==> config.mk <==
export PLATFORM = sky130hd
export DESIGN_NAME = instruction_fetch_phase_flat
export DESIGN_NICKNAME = d
export VERILOG_FILES = /design/src/rtl/instruction_fetch_phase_pkg.sv /design/src/rtl/instruction_fetch_phase_if.sv /design/src/rtl/instruction_fetch_phase_pc_register.sv /design/src/rtl/instruction_fetch_phase.sv /design/src/flat_wrapper.sv
export SDC_FILE = /design/constraint.sdc
export NUM_CORES = 1
export LEC_CHECK = 0
export CAP_MARGIN = 20
export CORE_MARGIN = 10
export CORE_UTILIZATION = 41
export CTS_CLUSTER_SIZE = 12
export DETAILED_ROUTE_END_ITERATION = 12
export GPL_TIMING_DRIVEN = 0
export PLACE_DENSITY = 0.84
export SYNTH_ARGS = -nofsm -noshare
export SYNTH_HDL_FRONTEND = slang
export SYNTH_SLANG_ARGS = --single-unit
==> constraint.sdc <==
create_clock -name Clk -period 2.3 [get_ports Clk]
set_clock_uncertainty 0.15 [all_clocks]
set_input_delay 0.23 -clock Clk [delete_from_list [all_inputs] [get_ports Clk]]
set_output_delay 0.23 -clock Clk [all_outputs]
set_load 0.02 [all_outputs]
==> src/rtl/instruction_fetch_phase_pkg.sv <==
// Shared definitions for the MIPS instruction fetch stage: FSM encoding and fetch constants.
package fetch_defs;

    typedef enum logic [2:0] {
        StIdle,
        StReq,
        StWait,
        StHold,
        StDrop
    } fetch_state_e;

    localparam logic [31:0] NOP    = 32'h0000_0000;
    localparam logic [31:0] PC_INC = 32'd4;

    // Instruction addresses are word aligned; the two low bits carry no information.
    function automatic logic [31:0] word_align(input logic [31:0] addr);
        return {addr[31:2], 2'b00};
    endfunction

endpackage

==> src/rtl/instruction_fetch_phase_if.sv <==
// Instruction memory request/response channel between the fetch stage and instruction memory.
interface instruction_fetch_phase_if;

    logic        imem_req;
    logic [31:0] imem_addr;
    logic        imem_ready;
    logic        imem_rvalid;
    logic [31:0] imem_rdata;

    modport master (
        output imem_req,
        output imem_addr,
        input  imem_ready,
        input  imem_rvalid,
        input  imem_rdata
    );

    modport slave (
        input  imem_req,
        input  imem_addr,
        output imem_ready,
        output imem_rvalid,
        output imem_rdata
    );

endinterface

==> src/rtl/instruction_fetch_phase_pc_register.sv <==
// Program counter: loads a redirect target, advances by one word, or holds.
module fetch_pc_register
    import fetch_defs::*;
#(
    parameter logic [31:0] RESET_PC = 32'h0000_0000
) (
    input  logic        clk_i,
    input  logic        rst_ni,
    input  logic        load_i,
    input  logic [31:0] target_i,
    input  logic        inc_i,
    output logic [31:0] pc_o
);

    logic [31:0] pc_q;
    logic [31:0] pc_d;

    // A redirect outranks sequential advance when both are requested.
    always_comb begin
        pc_d = pc_q;
        if (load_i) begin
            pc_d = word_align(target_i);
        end else if (inc_i) begin
            pc_d = pc_q + PC_INC;
        end
    end

    always_ff @(posedge clk_i or negedge rst_ni) begin
        if (!rst_ni) begin
            pc_q <= word_align(RESET_PC);
        end else begin
            pc_q <= pc_d;
        end
    end

    assign pc_o = pc_q;

endmodule

==> src/rtl/instruction_fetch_phase.sv <==
// MIPS fetch stage: issues one fetch at a time, fills the IF/ID register, applies redirects.
module instruction_fetch_phase
    import fetch_defs::*;
#(
    parameter logic [31:0] RESET_PC = 32'h0000_0000
) (
    input  logic                             Clk,
    input  logic                             Reset,
    input  logic                             Stall,
    input  logic                             Branch,
    input  logic                             Jump,
    input  logic                             JumpRegister,
    input  logic [31:0]                      BranchTarget,
    input  logic [31:0]                      JumpTarget,
    input  logic [31:0]                      JumpRegTarget,
    instruction_fetch_phase_if.master        imem,
    output logic [31:0]                      instr_out,
    output logic [31:0]                      pc_out,
    output logic                             valid_out
);

    fetch_state_e state_q, state_d;
    logic         req_q;
    logic [31:0]  instr_q;
    logic [31:0]  pcout_q;
    logic         valid_q;
    logic [31:0]  hold_word_q;

    logic [31:0]  pc;
    logic [31:0]  pc_plus4;
    logic         redirect;
    logic [31:0]  target;
    logic         capture;
    logic         hold_load;
    logic [31:0]  cap_word;

    // Only a real instruction in IF/ID may redirect, and never while decode is stalled.
    assign redirect = (Branch | Jump | JumpRegister) & valid_q & ~Stall;

    always_comb begin
        target = BranchTarget;
        if (JumpRegister) begin
            target = JumpRegTarget;
        end else if (Jump) begin
            target = JumpTarget;
        end
    end

    assign pc_plus4  = pc + PC_INC;
    assign hold_load = (state_q == StWait) & imem.imem_rvalid & Stall;
    assign capture   = ~redirect & ~Stall &
                       (((state_q == StWait) & imem.imem_rvalid) | (state_q == StHold));
    // The PC register holds during HOLD, so only the word needs buffering.
    assign cap_word  = (state_q == StHold) ? hold_word_q : imem.imem_rdata;

    fetch_pc_register #(
        .RESET_PC (RESET_PC)
    ) u_pc (
        .clk_i    (Clk),
        .rst_ni   (Reset),
        .load_i   (redirect),
        .target_i (target),
        .inc_i    (capture),
        .pc_o     (pc)
    );

    always_comb begin
        state_d = state_q;
        unique case (state_q)
            StIdle: state_d = StReq;
            StReq: begin
                // An acceptance coinciding with a redirect fetched the wrong path.
                if (imem.imem_ready) begin
                    state_d = redirect ? StDrop : StWait;
                end
            end
            StWait: begin
                if (imem.imem_rvalid) begin
                    state_d = Stall ? StHold : StReq;
                end else if (redirect) begin
                    state_d = StDrop;
                end
            end
            StHold: begin
                if (!Stall) begin
                    state_d = StReq;
                end
            end
            StDrop: begin
                if (imem.imem_rvalid) begin
                    state_d = StReq;
                end
            end
            default: state_d = StIdle;
        endcase
    end

    always_ff @(posedge Clk or negedge Reset) begin
        if (!Reset) begin
            state_q     <= StIdle;
            req_q       <= 1'b0;
            instr_q     <= NOP;
            pcout_q     <= 32'h0000_0000;
            valid_q     <= 1'b0;
            hold_word_q <= NOP;
        end else begin
            state_q <= state_d;
            req_q   <= (state_d == StReq);
            if (redirect) begin
                instr_q <= NOP;
                valid_q <= 1'b0;
            end else if (capture) begin
                instr_q <= cap_word;
                pcout_q <= pc_plus4;
                valid_q <= 1'b1;
            end
            if (hold_load) begin
                hold_word_q <= imem.imem_rdata;
            end
        end
    end

    assign imem.imem_req  = req_q;
    assign imem.imem_addr = pc;
    assign instr_out      = instr_q;
    assign pc_out         = pcout_q;
    assign valid_out      = valid_q;

endmodule
==> src/flat_wrapper.sv <==
// flat-port wrapper written by rule: the top's interface ports become plain ports
module instruction_fetch_phase_flat import fetch_defs::*;
#(
    parameter logic [31:0] RESET_PC = 32'h0000_0000
)
  (Clk, Reset, Stall, Branch, Jump, JumpRegister, BranchTarget, JumpTarget, JumpRegTarget, instr_out, pc_out, valid_out, imem_imem_req, imem_imem_addr, imem_imem_ready, imem_imem_rvalid, imem_imem_rdata);
  instruction_fetch_phase_if imem_i ();
  input  logic Clk;
  input  logic Reset;
  input  logic Stall;
  input  logic Branch;
  input  logic Jump;
  input  logic JumpRegister;
  input  logic [31:0] BranchTarget;
  input  logic [31:0] JumpTarget;
  input  logic [31:0] JumpRegTarget;
  output logic [31:0] instr_out;
  output logic [31:0] pc_out;
  output logic valid_out;
  output wire logic [$bits(imem_i.imem_req)-1:0] imem_imem_req;
  output wire logic [$bits(imem_i.imem_addr)-1:0] imem_imem_addr;
  input wire logic [$bits(imem_i.imem_ready)-1:0] imem_imem_ready;
  input wire logic [$bits(imem_i.imem_rvalid)-1:0] imem_imem_rvalid;
  input wire logic [$bits(imem_i.imem_rdata)-1:0] imem_imem_rdata;
  assign imem_imem_req = imem_i.imem_req;
  assign imem_imem_addr = imem_i.imem_addr;
  assign imem_i.imem_ready = imem_imem_ready;
  assign imem_i.imem_rvalid = imem_imem_rvalid;
  assign imem_i.imem_rdata = imem_imem_rdata;
  instruction_fetch_phase #(.RESET_PC(RESET_PC)) u_core (.Clk(Clk), .Reset(Reset), .Stall(Stall), .Branch(Branch), .Jump(Jump), .JumpRegister(JumpRegister), .BranchTarget(BranchTarget), .JumpTarget(JumpTarget), .JumpRegTarget(JumpRegTarget), .imem(imem_i), .instr_out(instr_out), .pc_out(pc_out), .valid_out(valid_out));
endmodule
==> summary.txt <==
Relative slew margins = 0.314
Max_cap viols = 0
Tcrit/Tclk final = 0.997
Fin. max-slew vios = 0
Worst-path maximum fanout = 8
Final Setup Violations = 0
Worst-path cell chain = nand4_4 > or3_4 > or4_4 > o211ai_1 > o311ai_1
Initial Utilization = 0.419
Initial antenna violation count = 0
DRC viols = 0
Post-synthesis register bit count = 129
Worst hold path type = in2async
CP endpoint = u_core.u_pc.pc_o[25]$_DFFE_PN0P_
Worst-path clk slew = 0.06 ns
CP max-delay cell = or4_4
Clock Path Buffers = 2
Crit path kind = reg2reg
Yosys cell types = 48
Vias in the first global route = 6,361
Routed Antenna Nets = 0
Worst r2r dst = u_core.u_pc.pc_o[25]$_DFFE_PN0P_
VDD IR max = 0.640 mV
First-pass GRT wire length = 35.4 mm
CTS tree = done
Slew @ Worst Pin = 1.03 ns
H-tree depth = 4
Routed wire length = 22.7 mm
GRT Util Overall = 0.205
Worst-skew pair later-pin latency = 0.42 ns
Clock sinks = 129
Die width = 147 µm
Die ar. = 21,700 µm²
Fmax = 0.436 GHz
Hold Violations, Final = 0
Share of layout cells above drive strength 1 = 0.119
PD cells = 1210 nW/µm²
Min Hold Slack = 0.176 ns
Worst EP required = 2.44 ns
Dpl hpwl = 17.4 mm
Port Buffers = 221
Max incr delay on CP = 0.56 ns
Final core utilization = 0.624
DRT iter0 DRCs = 357
Multiplexer share of the synthesized area = 0.146
N_diodes = 0
Nets = 1,073
Ports = 234
Post-synth top cells = nand2_1, dfrtp_1, o21ai_0, mux2i_1, clkbuf_1
Area share of xor/xnor cells in the synthesized design = 0.0355
Largest family of logic cells by synthesized area = simple AND/OR/NAND/NOR gates
DIE HEIGHT = 147 µm
Rows = 46
Worst setup EP type = register
CTS buffer count = 17
GR Overflow Total = 0
Post-Synth Simple-Gate Area = 0.147
Count leader, synth = nand2_1
Largest net degree at the start of global routing = 86
Post-synthesis cell count = 684
R2R setup slack = 0.007 ns
Critical Path Start Type = register
Launching point of the worst reg2reg path = u_core.u_pc.pc_o[6]$_DFFE_PN0P_
Synth Area in Compound Gates = 0.145
CP Launch Point = u_core.u_pc.pc_o[6]$_DFFE_PN0P_
Top cell family by delay on the critical path = simple AND/OR/NAND/NOR gates
Status = complete, no violations
Tmin final = 2.29 ns
Area contributors post-synth = dfrtp_1, mux2i_1, nand2_1
Reg2Reg Depth = 5
Sequential share of the synthesized area = 0.485
Area leader, netlist = dfrtp_1
Most used DFF post-synth = dfrtp_1
Filler instances = 1,334
Post-synth top area share = 0.485
DR vias/cell = 5.38
Mean post-synth cell area = 9.73 µm²
Sum of buffers and inverters on the critical path = 0
TritonRoute pass-1 iters = 5
Warning count from the yosys run = 0
DR WL/cell = 19.5 µm
Vias = 6,262
RSZ-0062 raised after global routing = yes
CTS Root Cell = clkbuf_16
Synth Area in Adders = 0.00188
Asr flop ratio synth = 1.00
Static leakage = 4.27 nW
Synthesized area = 6650 µm²
Core outline area = 15,900 µm²
Layout area overhead = 49.1%
Crit path DAT = 2.43 ns
Levels on crit path = 5
GP Congestion = 0.935
Post-synth EDFFs = 0
## report_power, final
part	internal, mW	switching [mW]
Sequential	3.24	0.822
Clock	1.75	0.994
Combinational	2.48	2.77
Total	7.47	4.58
## cells in the final DEF, fill, tap and decap left out, drive strengths merged, types with 2 or more instances in the layout
| cell type | n |
|---|---|
| nand3 | 25 |
| mux2 | 32 |
| inv | 5 |
| clkbuf | 55 |
| nor2b | 3 |
| nand4 | 9 |
| bufinv | 3 |
| or4 | 3 |
| mux2i | 61 |
| nand2b | 3 |
| nor4 | 2 |
| o211ai | 14 |
| xor2 | 15 |
| a21oi | 9 |
| clkinv | 4 |
| nor2 | 14 |
| clkinvlp | 2 |
| buf | 28 |
| nand2 | 134 |
| dfrtp | 129 |
| nor3 | 9 |
| or3 | 4 |
| clkdlybuf4s50 | 220 |
| o21a | 3 |
| o21ai | 103 |
| o311ai | 17 |
| a22oi | 5 |
| conb | 4 |
| xnor2 | 12 |
| a21o | 2 |
| o31ai | 2 |
| and3 | 5 |
## how the worst min path moves through the flow
| stage | endpoint | slack, ns | cells after the start |
|---|---|---|---|
| 6_report | u_core.pc_out[23]$_DFFE_PN0P_ | 0.18 | 2 |
| 5_1_grt | u_core.u_pc.pc_o[22]$_DFFE_PN0P_ | 0.20 | 4 |
| 4_1_cts | u_core.u_pc.pc_o[22]$_DFFE_PN0P_ | 0.17 | 4 |
| 3_5_place_dp | u_core.pc_out[24]$_DFFE_PN0P_ | 0.04 | 1 |
| 3_3_place_gp | u_core.instr_out[2]$_DFFE_PN0P_ | 0.31 | 2 |
| 2_1_floorplan | u_core.hold_word_q[0]$_DFFE_PN0P_ | -0.22 | 0 |
## timing repair
| action | 4_1_cts | 5_1_grt |
|---|---|---|
| buffers inserted | 0 | 9 |
| resized for setup | 14 | 15 |
| hold endpoints to repair | 44 | 0 |
| setup endpoints to repair | 70 | 85 |
| pin swaps | 1 | 2 |
| hold buffers | 1 | 0 |
## metal layers
metal	vias to the layer above	track usage	part of all wire	routed length (µm)
li1	2944	-	-	-
met1	3046	0.255	0.42	9530
met2	241	0.333	0.49	11100
met3	31	0.0626	0.073	1660
met4	0	0.0654	0.019	435
met5	-	0	0	0
## logic make-up (layout without fill, tap and decap cells)
family | count (synthesis) | after routing
buf+inv | 57 | 318
mux | 93 | 93
flops | 129 | 129
compound gates | 162 | 162
xor+xnor | 27 | 27
other cells | 1 | 4
fa+ha+maj | 1 | 1
simple gates | 214 | 214
## per-stage QoR
stage	power (mW)	cell area (µm²)	std cells	TNS, ns	setup WS [ns]
floorplan	6.75	6670	687	0	0.00656
global placement	9.08	9150	1124	-602.83	-4.33
detailed placement	9.25	9180	1125	-50.10	-0.735
CTS	12.0	9830	1156	-0.0395	-0.0386
global route	12.8	9920	1164	-0.342	-0.0719
finish	12.1	9920	1164	0	0.00659
## sequential cells by signal, summed over array words and instances (netlist names)
signal	count
u_core.pc_out	30
u_core.instr_out	32
u_core.imem.imem_req	1
u_core.state_q	3
u_core.u_pc.pc_o	30
u_core.hold_word_q	32
u_core.valid_out	1
## area by class of cell
| class | instances | area, µm² | share of cell area |
|---|---|---|---|
| plain buffers | 50 | 255 | 0.0257 |
| clock buffers | 22 | 464 | 0.0468 |
| clock inverters | 9 | 133 | 0.0134 |
| inverters | 5 | 18.8 | 0.00189 |
| multi-input cells | 501 | 3230 | 0.325 |
| flip-flops and latches | 129 | 3230 | 0.326 |
| well taps | 216 | 270 | 0.0272 |
| repair buffers | 232 | 2320 | 0.234 |
Power figures use the tool's default switching activity.
==> edit, RTL diff (same flow settings) <==
Re-encode `fetch_state_e` (5 states) as Gray code, 3 bits wide.
--- a/src/rtl/instruction_fetch_phase_pkg.sv
+++ b/src/rtl/instruction_fetch_phase_pkg.sv
@@ -2,11 +2,11 @@
 package fetch_defs;
 
     typedef enum logic [2:0] {
-        StIdle,
-        StReq,
-        StWait,
-        StHold,
-        StDrop
+        StIdle = 3'b000,
+        StReq  = 3'b001,
+        StWait = 3'b011,
+        StHold = 3'b010,
+        StDrop = 3'b110
     } fetch_state_e;
 
     localparam logic [31:0] NOP    = 32'h0000_0000;
Function: same outputs for any inputs over 10 cycles, from zero or initial values and one cycle with Reset low; not proved beyond that.
==> edit against the unedited design <==
Synthesized area rose by 2.4%; sequential power rose by 5.9%; synthesized cell count fell by 0.88%; first-iteration DRC count rose by 73%; worst setup slack improved by 0.063 ns; sequential cell count did not move; count of clock-buffer cells in the layout rose by 1; final area rose by 0.25%; total power rose by 6.2%; non-clock buffer count fell by 7; global-route usage fell by 0.64 points; sequential share of layout area fell by 0.13 points; wire length fell by 0.59%.
==> edit: results (changes against the unedited design) <==
----------------------------------------------------
[Power]
  Comb group ... 5770 uW (+9.9%)
  Switching Share ... 38.5% (+0.47 points)
  Max rail drop VDD ... 0.582 mV (-9.0%)

[Clocking]
  Number of gates given a new drive strength after cts ... 1 (-13)

[Yosys]
  Sequential element share of the synthesized area ... 47.4% (-1.1 points)
  Synthesized-area fraction occupied by ao, oa, aoi and oai cells ... 14.6% (+0.11 points)
  Count of distinct cell types in the synthesized netlist ... 55 (+15%)
  Leading post-synthesis cells by cell area ... dfrtp_1 47%, mux2i_1 9.1%, nand2_1 6.2%, o21ai_0 5.3%, mux2_2 5.3%
  Post-synthesis adder-cell area fraction ... 0.184% (-0.0043 points)
  Share of cell area taken by muxes after synthesis ... 14.4% (-0.19 points)

[Global routing]
  Via count of the first global-routing pass ... 6,398 (+0.58%)
  First-pass GRT wire length ... 34.9 mm (-1.3%)
  Met3 global-route usage ... 6.04% (-0.22 points)
  Met2 track utilization from global routing ... 33.0% (-0.32 points)
  Number of antenna violations at the first check in global routing ... 1 (+1)

[Place]
  DP HPWL ... 17.5 mm (+0.84%)
  Number of cells after detailed placement ... 1,123 (-0.18%)
  Final weighted congestion in routability-driven placement ... 0.892 (-4.6%)

[Routing]
  Total routed wire length on the met1 layer ... 8.96 mm (-6.0%)
  Via count ... 6,222 (-0.64%)
  Initial DRC count ... 618 (+73%)
  Detailed-route wire length per cell ... 19.6 um (+0.36%)
  WL met3 ... 2.10 mm (+27%)

[Worst hold path]
  Class of the tightest hold or removal check ... input pin to flip-flop

[Setup path]
  Slowest stage delay, CP ... 0.48 ns (-0.08 ns)
  Slowest library cell on the worst path ... dfrtp_2

[Outcome]
  Run status ... complete, no violations

----------------------------------------------------
-- edit: cell count changes in the layout (fill, tap and decap cells not counted), moves of 5 or more --
cell	unedited run	this run
clkbuf_1	27	21
o211ai_1	14	7
buf_2	9	14
o21ai_0	82	72
a21oi_1	9	18
nand2_1	134	113
nor2_1	13	27
-- edit: layout make-up --
class	instances	area (sq um)	share of cell area, %
well taps	220	275	2.77
repair buffers	223	2250	22.6
clock buffers	23	488	4.91
plain buffers	52	284	2.86
clock inverters	5	104	1.04
diodes	1	2.50	0.0252
flip-flops and latches	129	3230	32.5
inverters	8	30.0	0.302
multi-input cells	492	3280	33.0
-- edit: through the flow --
| stage | setup slack (ns) | power [uW] | area (sq um) |
|---|---|---|---|
| 4_1_cts | 0.0369 | 12900 | 9940 |
| 6_report | 0.0692 | 12800 | 9940 |
| 3_3_place_gp | -4.30 | 9940 | 9310 |
| 3_5_place_dp | -0.160 | 10100 | 9340 |
| 5_1_grt | 0.0100 | 13500 | 9940 |
| 2_1_floorplan | 0.300 | 7280 | 6820 |
-- edit: final timing paths --
check                                            startpoint                                to  slack, ns  cells past startpoint
hold / removal                                         Jump   u_core.u_pc.pc_o[8]$_DFFE_PN0P_       0.07                      4
min in group asynchronous                             Reset  u_core.instr_out[16]$_DFFE_PN0P_       0.20                      2
setup / recovery            u_core.u_pc.pc_o[2]$_DFFE_PN0P_     u_core.pc_out[24]$_DFFE_PN0P_       0.07                      7
max in group asynchronous                             Reset   u_core.u_pc.pc_o[2]$_DFFE_PN0P_       1.04                      3
setup reg to reg            u_core.u_pc.pc_o[2]$_DFFE_PN0P_     u_core.pc_out[24]$_DFFE_PN0P_       0.07                      7
hold reg to reg            u_core.instr_out[13]$_DFFE_PN0P_  u_core.instr_out[13]$_DFFE_PN0P_       0.32                      2
